`src/rtl/mdc_delay_commutator.sv`:
```
// mdc_delay_commutator: delay-commutator stage for a multi-path delay
// commutator (MDC) FFT pipeline. The lower channel is delayed by DEPTH
// accepted samples. The upper channel and the delayed lower channel are then
// swapped every DEPTH accepts. The upper output path is delayed by another
// DEPTH accepts. Data passes through unchanged, with no arithmetic.
//
// Parameters
//   WIDTH  bits per real/imaginary component (two's complement)
//   DEPTH  delay length in accepted samples, power of two in 1..256
// Ports
//   clk              rising-edge clock
//   rst              synchronous active-high reset
//   en               sample-accept strobe
//   a_re, a_im       upper input channel
//   b_re, b_im       lower input channel
//   x_re, x_im       upper output channel (registered)
//   y_re, y_im       lower output channel (registered)
//   valid_o          output pair is meaningful (pipeline filled)
module mdc_delay_commutator #(
  parameter int unsigned WIDTH = 13,
  parameter int unsigned DEPTH = 16
) (
  input  logic             clk,
  input  logic             rst,
  input  logic             en,
  input  logic [WIDTH-1:0] a_re,
  input  logic [WIDTH-1:0] a_im,
  input  logic [WIDTH-1:0] b_re,
  input  logic [WIDTH-1:0] b_im,
  output logic [WIDTH-1:0] x_re,
  output logic [WIDTH-1:0] x_im,
  output logic [WIDTH-1:0] y_re,
  output logic [WIDTH-1:0] y_im,
  output logic             valid_o
);

  // Complex samples travel as one {re, im} word so the two parts never separate.
  localparam int unsigned CW = 2 * WIDTH;
  localparam int unsigned PW = $clog2(2 * DEPTH);
  localparam int unsigned FW = $clog2(2 * DEPTH + 1);
  localparam logic [FW-1:0] FILL_MAX = FW'(2 * DEPTH);

  logic [PW-1:0] phase;
  logic [FW-1:0] fill;
  logic [CW-1:0] pre_dly  [DEPTH];
  logic [CW-1:0] post_dly [DEPTH];

  logic          sel_c;
  logic [CW-1:0] a_c;
  logic [CW-1:0] db_c;
  logic [CW-1:0] s0_c;
  logic [CW-1:0] s1_c;

  // Phase MSB selects the swap state; it flips every DEPTH accepts.
  assign sel_c = phase[PW-1];
  assign a_c   = {a_re, a_im};
  assign db_c  = pre_dly[DEPTH-1];

  // Commutator.
  always_comb begin
    s0_c = a_c;
    s1_c = db_c;
    if (sel_c) begin
      s0_c = db_c;
      s1_c = a_c;
    end
  end

  // Delay lines, counters and output registers. All of them advance only
  // on accepted samples. Zeroed entries act as the "before fill" content.
  always_ff @(posedge clk) begin
    if (rst) begin
      phase   <= '0;
      fill    <= '0;
      valid_o <= 1'b0;
      x_re    <= '0;
      x_im    <= '0;
      y_re    <= '0;
      y_im    <= '0;
      for (int i = 0; i < int'(DEPTH); i++) begin
        pre_dly[i]  <= '0;
        post_dly[i] <= '0;
      end
    end else begin
      // The fill counter has already reached 2*DEPTH when this is accept k >= 2*DEPTH.
      valid_o <= en && (fill == FILL_MAX);
      if (en) begin
        phase <= phase + PW'(1);
        if (fill != FILL_MAX) begin
          fill <= fill + FW'(1);
        end
        pre_dly[0]  <= {b_re, b_im};
        post_dly[0] <= s0_c;
        for (int i = 1; i < int'(DEPTH); i++) begin
          pre_dly[i]  <= pre_dly[i-1];
          post_dly[i] <= post_dly[i-1];
        end
        {x_re, x_im} <= post_dly[DEPTH-1];
        {y_re, y_im} <= s1_c;
      end
    end
  end

endmodule

```
`config.mk`:
```
export PLATFORM = sky130hd
export DESIGN_NAME = mdc_delay_commutator
export DESIGN_NICKNAME = d
export VERILOG_FILES = /design/src/rtl/mdc_delay_commutator.sv
export SDC_FILE = /design/constraint.sdc
export NUM_CORES = 1
export LEC_CHECK = 0
export ABC_CLOCK_PERIOD_IN_PS = 21700
export CAP_MARGIN = 10
export CORE_MARGIN = 2
export CORE_UTILIZATION = 60
export CTS_CLUSTER_SIZE = 16
export DETAILED_ROUTE_END_ITERATION = 16
export GPL_TIMING_DRIVEN = 0
export HOLD_SLACK_MARGIN = 0.1
export PLACE_DENSITY_LB_ADDON = 0.15
export SKIP_CTS_REPAIR_TIMING = 1
export SLEW_MARGIN = 20
export SYNTH_ARGS = -nofsm -noshare
export SYNTH_HDL_FRONTEND = slang
export SYNTH_SLANG_ARGS = --single-unit
```
`constraint.sdc`:
```
create_clock -name clk -period 21.7 [get_ports clk]
set_input_delay 6.51 -clock clk [delete_from_list [all_inputs] [get_ports clk]]
set_output_delay 6.51 -clock clk [all_outputs]
set_load 0.1 [all_outputs]
```
==> load_flow_metrics.sql <==
INSERT INTO impl_metrics (metric_group, metric, value, unit) VALUES
('clock_network', 'clock_latency', '0.61', 'ns'),
('floorplan', 'core_region_area', '0.0553', 'mm²'),
('placed_design', 'io_buffer_count', '106', ''),
('clock_network', 'clkSlewWorstSetupHoldPaths', '0.06', 'ns'),
('grt', 'globalRouteOverflowTotal', '0', ''),
('grt', 'use_met2', '29.4', '%'),
('sta', 'report.final.setup_viol', '0', ''),
('synth', 'library_cells_used_by_synthesis', '32', ''),
('placed_design', 'post-dp-hpwl', '32.5', 'mm'),
('route', 'route.detailed.wl_per_inst', '16.1', 'µm'),
('final_layout', 'layout.cells.non_filler', '3082', ''),
('clock_network', 'htree_num_levels', '3', ''),
('job', 'max_cap_violations', '0', ''),
('synth', 'ys_warn_count', '0', ''),
('synth', 'synthSimpleGateAreaFrac', '16.4', '%'),
('synth', 'post_synth_fa_ha_maj_area_fraction', '0.111', '%'),
('sta', 'layout_min_cycle_time', '9.55', 'ns'),
('critical_path', 'worstSetupStartpointType', 'input pin', ''),
('synth', 'synthesized_nets', '2109', ''),
('power', 'static-leakage-power', '14.8', 'nW'),
('power', 'worst_ir_drop_vdd', '0.0610', 'mV'),
('placed_design', 'gpl.final_weighted_congestion', '0.872', ''),
('grt', 'gr-usage-met1', '23.3', '%'),
('route', 'viasPerCell', '4.99', ''),
('sta', 'slew_violations', '0', ''),
('final_layout', 'final_core_utilization', '70.3', '%'),
('synth', 'register_area_share_after_synthesis', '77.9', '%'),
('placed_design', 'place_inst', '2921', ''),
('floorplan', 'die_w', '241', 'µm'),
('synth', 'synthXorXnorAreaFrac', '0.156', '%'),
('critical_path', 'crit_path_cell_trace', 'clkdlybuf4s50_1, buf_4, clkbuf_1, or2_4, buf_12, buf_12, buf_16, buf_16, buf_16', ''),
('clock_network', 'cts_buffers', '86', ''),
('synth', 'cell_count_after_synthesis', '2051', ''),
('critical_path', 'end_kind', 'flip-flop', ''),
('clock_network', 'cts.root.buffer_cell', 'clkbuf_16', ''),
('grt', 'overall_global_routing_resource_usage', '17.6', '%'),
('synth', 'synth-seq-cells', '896', ''),
('final_layout', 'drive_above_1_share', '10.5', '%'),
('floorplan', 'floorplan.die.height', '241', 'µm'),
('critical_path', 'critical_path_arrival', '9.84', 'ns'),
('synth', 'syn_area_per_cell', '16.4', 'µm²'),
('sta', 'timing.max_slew.rel_slack', '29.6', '%'),
('grt', 'use_met3', '3.45', '%'),
('sta', 'fin_worst_hold_slack', '0.489', 'ns'),
('final_layout', 'fin_nets', '2319', ''),
('clock_network', 'tritoncts', 'built', ''),
('power', 'power_per_unit_of_standard_cell_area', '94.8', 'mW/mm²'),
('final_layout', 'areaGrowthSynthToFinish', '15.2', '%'),
('critical_path', 'slowest_stage', 'or2_4', ''),
('floorplan', 'initial_core_util', '61.0', '%'),
('grt', 'first_global_vias', '15100', ''),
('grt', 'grt_antenna_before_repair', '1', ''),
('power', 'design_power_total', '3.69', 'mW'),
('critical_path', 'critical_path_required', '21.99', 'ns'),
('sta', 'grt_setup_unrepaired', 'no', ''),
('grt', 'globalRoute.busiestLayer', 'met2', ''),
('synth', 'main_combinational_cell_family_by_area_after_synthesis', 'simple AND/OR/NAND/NOR gates', ''),
('critical_path', 'type_of_the_worst_setup_path', 'in -> reg', ''),
('sta', 'final_min_period_over_clock_period', '44.0', '%'),
('route', 'drc_errors', '0', ''),
('grt', 'grt_start_max_net_pins', '65', ''),
('route', 'drt-pass1-iter-count', '5', ''),
('route', 'detail_route.wirelength', '49.5', 'mm'),
('sta', 'fin_tns_setup', '0', 'ns'),
('route', 'via_count', '15400', ''),
('critical_path', 'worst_path_largest_cell_delay', '0.54', 'ns'),
('synth', 'netlist_area', '0.0337', 'mm²'),
('clock_network', 'numClockSinks', '896', ''),
('sta', 'clock_skew', '0.0181', 'ns'),
('synth', 'synthMuxAreaShare', '2.34', '%'),
('outcome', 'outcome', 'complete, no violations', '');
==> critical path: cells and delay by family <==
family        cells  cell delay [ns]
buf+inv           8             2.67
simple gates      1             0.54
==> registers in the layout, indices dropped and copies added, names as in the netlist <==
signal and cells:
pre_dly 416, fill 6, y_re 13, x_im 13
valid_o 1, post_dly 416, phase 5, x_re 13
y_im 13
==> metal layers <==
metal	wire [µm]	up-vias
met5	0	-
met4	1190	0
met1	21200	7368
met2	24200	343
li1	-	7597
met3	2910	86
==> placed cells by master (no fill, tap or decap), drive strengths merged, types with 2 or more instances in the layout <==
| master | count |
|---|---|
| edfxtp | 832 |
| nor2 | 85 |
| inv | 5 |
| ha | 3 |
| a21oi | 2 |
| nand4 | 8 |
| clkinv | 33 |
| xor2 | 5 |
| dfxtp | 64 |
| clkinvlp | 3 |
| a211oi | 26 |
| mux2i | 79 |
| nor2b | 314 |
| or3 | 2 |
| clkdlybuf4s50 | 106 |
| buf | 105 |
| clkbuf | 142 |
| nand3 | 2 |
| nor3b | 2 |
| bufinv | 5 |
| diode | 3 |
| and2 | 494 |
| nand2 | 5 |
==> Yosys cell counts <==
cell type,n,area share [%]
edfxtp_1,832,74
and2_1,494,9.2
nor2b_1,313,5.8
nor2_1,85,0.95
mux2i_1,79,2.3
dfxtp_1,64,3.8
buf_2,45,0.67
buf_6,36,1.2
a211oi_1,26,0.58
clkbuf_2,14,0.21
clkbuf_1,13,0.14
buf_4,8,0.18
nand4_1,8,0.15
nand2_1,5,0.056
xor2_1,5,0.13
ha_1,3,0.11
inv_1,3,0.033
a21oi_1,2,0.030
nand3_1,2,0.030
or3_1,2,0.037
a211o_1,1,0.026
a41oi_1,1,0.026
and3_1,1,0.019
nand2b_1,1,0.019
nor2b_4,1,0.041
nor3b_1,1,0.022
nor3b_2,1,0.037
o21ai_0,1,0.015
o311ai_0,1,0.026
or2_2,1,0.019
or4b_1,1,0.030
xnor2_1,1,0.026
==> metrics by stage <==
step	instance area, µm²	setup WS, ns
after global placement	35700	0.467
after CTS	38900	12.14
after floorplan	33700	3.98
after detailed placement	36100	11.48
after global routing	38900	11.94
final	38900	12.15
==> cell families (layout without fill, tap and decap cells) <==
kind of cell,after synthesis,in the layout
buffers and inverters,119,399
adder cells (fa/ha/maj),3,3
AND/OR/NAND/NOR,916,916
XOR/XNOR,6,6
other,0,3
flip-flops,896,896
AO/OA/AOI/OAI,32,32
multiplexers,79,79
==> path summary, 6_finish.rpt <==
path,from,end,slack [ns],cells past startpoint
max,rst,pre_dly[1][7],12.15,9
min,y_im[5],y_im[5],0.49,2
min reg2reg,y_im[5],y_im[5],0.49,2
max reg2reg,phase[4],post_dly[0][5],20.07,4
==> layout make-up <==
| cell class | instances | area [µm²] | share of cell area, % |
|---|---|---|---|
| well taps | 748 | 936 | 2.41 |
| clock buffers | 115 | 2410 | 6.19 |
| plain buffers | 116 | 810 | 2.08 |
| clock inverters | 43 | 350 | 0.902 |
| repair buffers | 122 | 1430 | 3.69 |
| multi-input cells | 1036 | 6640 | 17.1 |
| flip-flops and latches | 896 | 26300 | 67.6 |
| inverters | 3 | 11.3 | 0.0290 |
| diodes | 3 | 7.51 | 0.0193 |
==> power by group <==
group,leakage [nW],switching [mW],internal (mW)
Clock,1.35,0.600,0.838
Sequential,9.71,0.0315,2.01
Combinational,3.73,0.131,0.0750
Total,14.8,0.762,2.92
No activity file was read; power rests on OpenSTA's default activity.
==> RTL edit 1 (same settings) <==
The parameter `DEPTH` goes from 16 to 8.
--- a/src/rtl/mdc_delay_commutator.sv
+++ b/src/rtl/mdc_delay_commutator.sv
@@ -19,5 +19,5 @@
 module mdc_delay_commutator #(
   parameter int unsigned WIDTH = 13,
-  parameter int unsigned DEPTH = 16
+  parameter int unsigned DEPTH = 8
 ) (
   input  logic             clk,
Formal check against the unedited RTL: same outputs for any inputs over 4 cycles, from zero or initial values and one cycle with rst high; that may be too few to reach the edited logic, so the function may still have changed.
==> RTL edit 1 against the original RTL <==
  * Critical path depth is 8 lower
  * Sequential cell count down 418
  * Routed wire length down 44%
  * Sequential share of layout area decreased by 2.8 points
  * Worst setup slack better by 920 ps
  * Final cell count is 43% lower
  * Synthesized area shrank 46%
  * Design area fell by 45%
  * Maximum frequency rose by 11%
  * First-iteration DRC count down 45%
  * Total power down 47%
  * Critical path type is now reg2out
  * Largest power group unchanged
==> RTL edit 1: results (changes against the original RTL) <==
Synth cell count leaders - edfxtp_1 (416), and2_1 (287), nor2b_1 (104), nor2_1 (86), mux2i_1 (79)
Status - finished clean
Fraction of layout cells with a size suffix above 1 - 0.0862 (-0.0189)
EDFF count, synth - 416 (-50%)
Critical R2R Launch - phase[3]$_SDFFE_PP0P_
DRT met1 WL - 10.3 mm (-52%)
Crit path DAT - 2120 ps (-7720 ps)
WL met2 - 15.5 mm (-36%)
TritonCTS Buffers - 47 (-45%)
Sw Ratio - 0.215 (+0.00859)
Skew final - 9.55 ps (-8.59 ps)
Slowest stage delay, CP - 1170 ps (+630 ps)
DR vias/cell - 5.10 (+2.2%)
Initial antenna violation count - 3 (+2)
GR Util met1 - 0.194 (-0.0396)
IO Port Bufs - 105 (-0.94%)
DR WL met3 - 1.28 mm (-56%)
Post-Route WL - 27.9 mm (-44%)
H-tree Lvls - 2 (-1)
Maximum vdd drop - 69.0 µV (+13%)
P_seq - 1.08 mW (-47%)
Slew Limit Headroom - 0.291 (-0.00467)
Nets - 1377 (-41%)
Post-Synthesis Cells - 1157 (-44%)
Met2 global-route usage - 0.350 (+0.0558)
R2R Path End - post_dly[0][7]$_SDFFCE_PN0P_
CP startpoint - y_re[0]$_SDFFE_PP0P_
Mapped Nets - 1215 (-42%)
Clk_lat worst skew - 540 ps (-70 ps)
==> RTL edit 1: layout make-up <==
cell class	count	area, µm²
sequential	478	13700
fill	1926	8460
tap	390	488
buffer	70	362
inverter	2	7.51
clock inverter	18	75.1
clock buffer	69	1310
multi-input combinational	607	3950
antenna	2	5.00
timing repair buffer	113	1250
==> RTL edit 1: stage by stage <==
step	instance area, µm²	util	total power [mW]
floorplan	18100	-	1.19
global placement	19600	0.661	1.23
detailed placement	19800	0.668	1.24
CTS	21200	0.715	1.96
global route	21200	0.715	2.01
finish	21200	0.715	1.94
==> RTL edit 1: worst min path at each step <==
stage,startpoint,endpoint,slack (ps),cells after the start
floorplan,post_dly[7][10]$_SDFFCE_PP0P_,x_im[10]$_SDFFE_PP0P_,460,2
global placement,post_dly[7][15]$_SDFFCE_PP0P_,x_re[2]$_SDFFE_PP0P_,460,2
detailed placement,post_dly[7][0]$_SDFFCE_PP0P_,x_im[0]$_SDFFE_PP0P_,480,2
CTS,post_dly[7][0]$_SDFFCE_PP0P_,x_im[0]$_SDFFE_PP0P_,490,2
global route,y_re[10]$_SDFFE_PP0P_,y_re[10]$_SDFFE_PP0P_,510,2
finish,post_dly[7][10]$_SDFFCE_PP0P_,x_im[10]$_SDFFE_PP0P_,480,2
==> RTL edit 1: cells by family (layout without fill, tap and decap cells) <==
family / Yosys count / after routing / synth area share
buffers and inverters: 72 / 272 / 0.0204
AOI/OAI and AO/OA: 29 / 29 / 0.0118
xor gates and xnor gates: 5 / 5 / 0.00243
and+or+nand+nor: 491 / 491 / 0.159
DFF: 478 / 478 / 0.761
adders and majority gates: 3 / 3 / 0.00208
other: 0 / 2 / 0
muxes: 79 / 79 / 0.0438
==> RTL edit 2 (config.mk and constraints unchanged) <==
Without the edit above. Register the output `y_im` once more, cleared by the reset; this adds one clock of latency there. The other outputs are not delayed to match. Comments in the files are not updated.
--- a/src/rtl/mdc_delay_commutator.sv
+++ b/src/rtl/mdc_delay_commutator.sv
@@ -41,4 +41,6 @@
   localparam logic [FW-1:0] FILL_MAX = FW'(2 * DEPTH);
 
+  logic [WIDTH-1:0] y_im_s0;
+
   logic [PW-1:0] phase;
   logic [FW-1:0] fill;
@@ -77,5 +79,5 @@
       x_im    <= '0;
       y_re    <= '0;
-      y_im    <= '0;
+      y_im_s0 <= '0;
       for (int i = 0; i < int'(DEPTH); i++) begin
         pre_dly[i]  <= '0;
@@ -97,6 +99,14 @@
         end
         {x_re, x_im} <= post_dly[DEPTH-1];
-        {y_re, y_im} <= s1_c;
+        {y_re, y_im_s0} <= s1_c;
       end
+    end
+  end
+
+  always_ff @(posedge clk) begin
+    if (rst) begin
+      y_im <= '0;
+    end else begin
+      y_im <= y_im_s0;
     end
   end
Function: same outputs for any inputs over 4 cycles, from zero or initial values and one cycle with rst high; that may be too few to reach the edited logic, so the function may still have changed.
==> RTL edit 2 against the original RTL <==
  * Synthesized area rose by 0.33%
  * Routed wire length rose by 1.1%
  * Sequential cell count rose by 13
  * Critical path depth did not move
  * First-iteration DRC count rose by 4.9%
  * Clock skew rose by 2.7 ps
  * Worst setup slack improved by 550 ps
  * Total power rose by 0.17%
  * Design area rose by 0.24%
==> RTL edit 2: results (changes against the original RTL) <==
Post-route insts no fill - 3122 (+1.3%)
Min Hold Slack - 470 ps (-18.9 ps)
Synth cell types - 30 (-6.3%)
Crit path DAT - 9280 ps (-560 ps)
Seq/Total Area, Yosys - 0.784 (+0.00510)
Clock-pin slew on the worst setup and hold paths - 60 ps (about the same)
CTS Buffer Depth - 3 (unchanged)
Clk_lat worst skew - 630 ps (+20 ps)
Final HPWL DP - 33.5 mm (+3.2%)
Vias in the first global route - 14.9k (-0.82%)
First-pass GRT wire length - 77.1 mm (-1.2%)
Top post-synthesis cells by area - edfxtp_1 (74%), and2_1 (9.1%), nor2b_1 (6.0%)
Hold crit path type - reg2reg
1st-iter DRT viols - 1032 (+4.9%)
Routability congestion estimate - 0.826 (-5.3%)
Placement Setup Slack - 12040 ps (+563 ps)
Maximum vdd drop - 79.9 µV (+31%)
Nets - 2349 (+1.3%)
Worst Tran Pin Value - 1010 ps (-43.3 ps)
H-tree Lvls - 3 (unchanged)
Synth cell count leaders - edfxtp_1 (832), and2_1 (494), nor2b_1 (326), nor2_1 (85), mux2i_1 (79)
Ys Warns - 0 (unchanged)
Layout fillers - 3538 (+1.7%)
Initial antenna violation count - 4 (+3)
Async SR Flop Fraction - 0 (unchanged)
Type of destination of the critical path - flop
Hold path cells - 1 (-1)
Worst r2r path cells - 4 (unchanged)
Slowest stage delay, CP - 500 ps (-40 ps)
CP delay by family, top - buffers and inverters
EDFF count, synth - 832 (unchanged)
Critical R2R Launch - phase[4]$_SDFFE_PP0P_
First-pass detailed-route iteration total - 7 (+2)
GR Util All Layers - 0.176 (-0.000477)
R2R Path End - post_dly[0][14]$_SDFFCE_PN0P_
Status - finished clean
Fraction of layout cells with a size suffix above 1 - 0.0905 (-0.0146)
Endpoint, Worst Hold - y_im[6]$_SDFF_PP0_
TritonCTS Buffers - 88 (+2.3%)
Pleak - 14.8 nW (about the same)
Mapped Avg Cell Area - 16.3 µm² (-1.0%)
Post-DP Area - 36200 µm² (+0.39%)
Largest net degree at the start of global routing - 64 (-1.5%)
Vias - 15.6k (+1.3%)
Skew final - 20.8 ps (+2.67 ps)
Root buffer cell - clkbuf_16
Mapped Nets - 2137 (+1.3%)
Worst path slowest cell - or2_4
Reg2Reg Setup Slack - 19710 ps (-360 ps)
Post-Route WL - 50.1 mm (+1.1%)
Placed insts - 2957 (+1.2%)
Hold Startpoint - y_im_s0[6]$_SDFFE_PP0P_
Final ANT Viol Nets - 0 (unchanged)
IO Port Bufs - 105 (-0.94%)
Leading registers by flop count - post_dly x416, pre_dly x416
CP Max Fanout - 63 (+5.0%)
-- RTL edit 2: cells by family after synthesis --
| kind of cell | after synthesis | share of synthesized area |
|---|---|---|
| AND/OR/NAND/NOR | 929 | 0.165 |
| adder cells (fa/ha/maj) | 3 | 0.00111 |
| AO/OA/AOI/OAI | 32 | 0.00699 |
| flip-flops | 909 | 0.784 |
| multiplexers | 79 | 0.0234 |
| XOR/XNOR | 6 | 0.00155 |
| buffers and inverters | 121 | 0.0176 |
-- RTL edit 2: routing by layer --
layer  track usage  share of wire  vias to the layer above
met2         0.298           0.50                      338
met1         0.226           0.42                     7494
met3        0.0393          0.059                       93
met5             0              0                        -
li1              -              -                     7672
met4        0.0634          0.027                        0
-- RTL edit 2: where the power goes --
| group | switching (mW) | internal, mW | leakage, nW |
|---|---|---|---|
| sequential | 0.0300 | 2.04 | 9.81 |
| clock | 0.613 | 0.815 | 1.32 |
| combinational | 0.128 | 0.0710 | 3.66 |
-- RTL edit 2: cell type report --
type,instances,area [µm²],share of cell area
clock buffers,113,2310,0.0592
well taps,756,946,0.0243
flip-flops and latches,909,26500,0.681
clock inverters,51,410,0.0105
diodes,1,2.50,0.0000642
plain buffers,118,586,0.0150
repair buffers,122,1450,0.0373
multi-input cells,1049,6720,0.172
inverters,3,11.3,0.000289
-- RTL edit 2: how the worst max path moves through the flow --
stage	startpoint	to	slack [ps]	cells past startpoint
after floorplan	en	post_dly[0][0]$_SDFFCE_PN0P_	3940	4
after global placement	rst	pre_dly[0][9]$_SDFFCE_PN0P_	830	4
after detailed placement	rst	pre_dly[0][11]$_SDFFCE_PN0P_	12040	9
after CTS	rst	pre_dly[0][31]$_SDFFCE_PN0P_	12720	9
after global routing	rst	pre_dly[1][39]$_SDFFCE_PN0P_	12520	9
final	en	post_dly[3][13]$_SDFFCE_PN0P_	12700	9
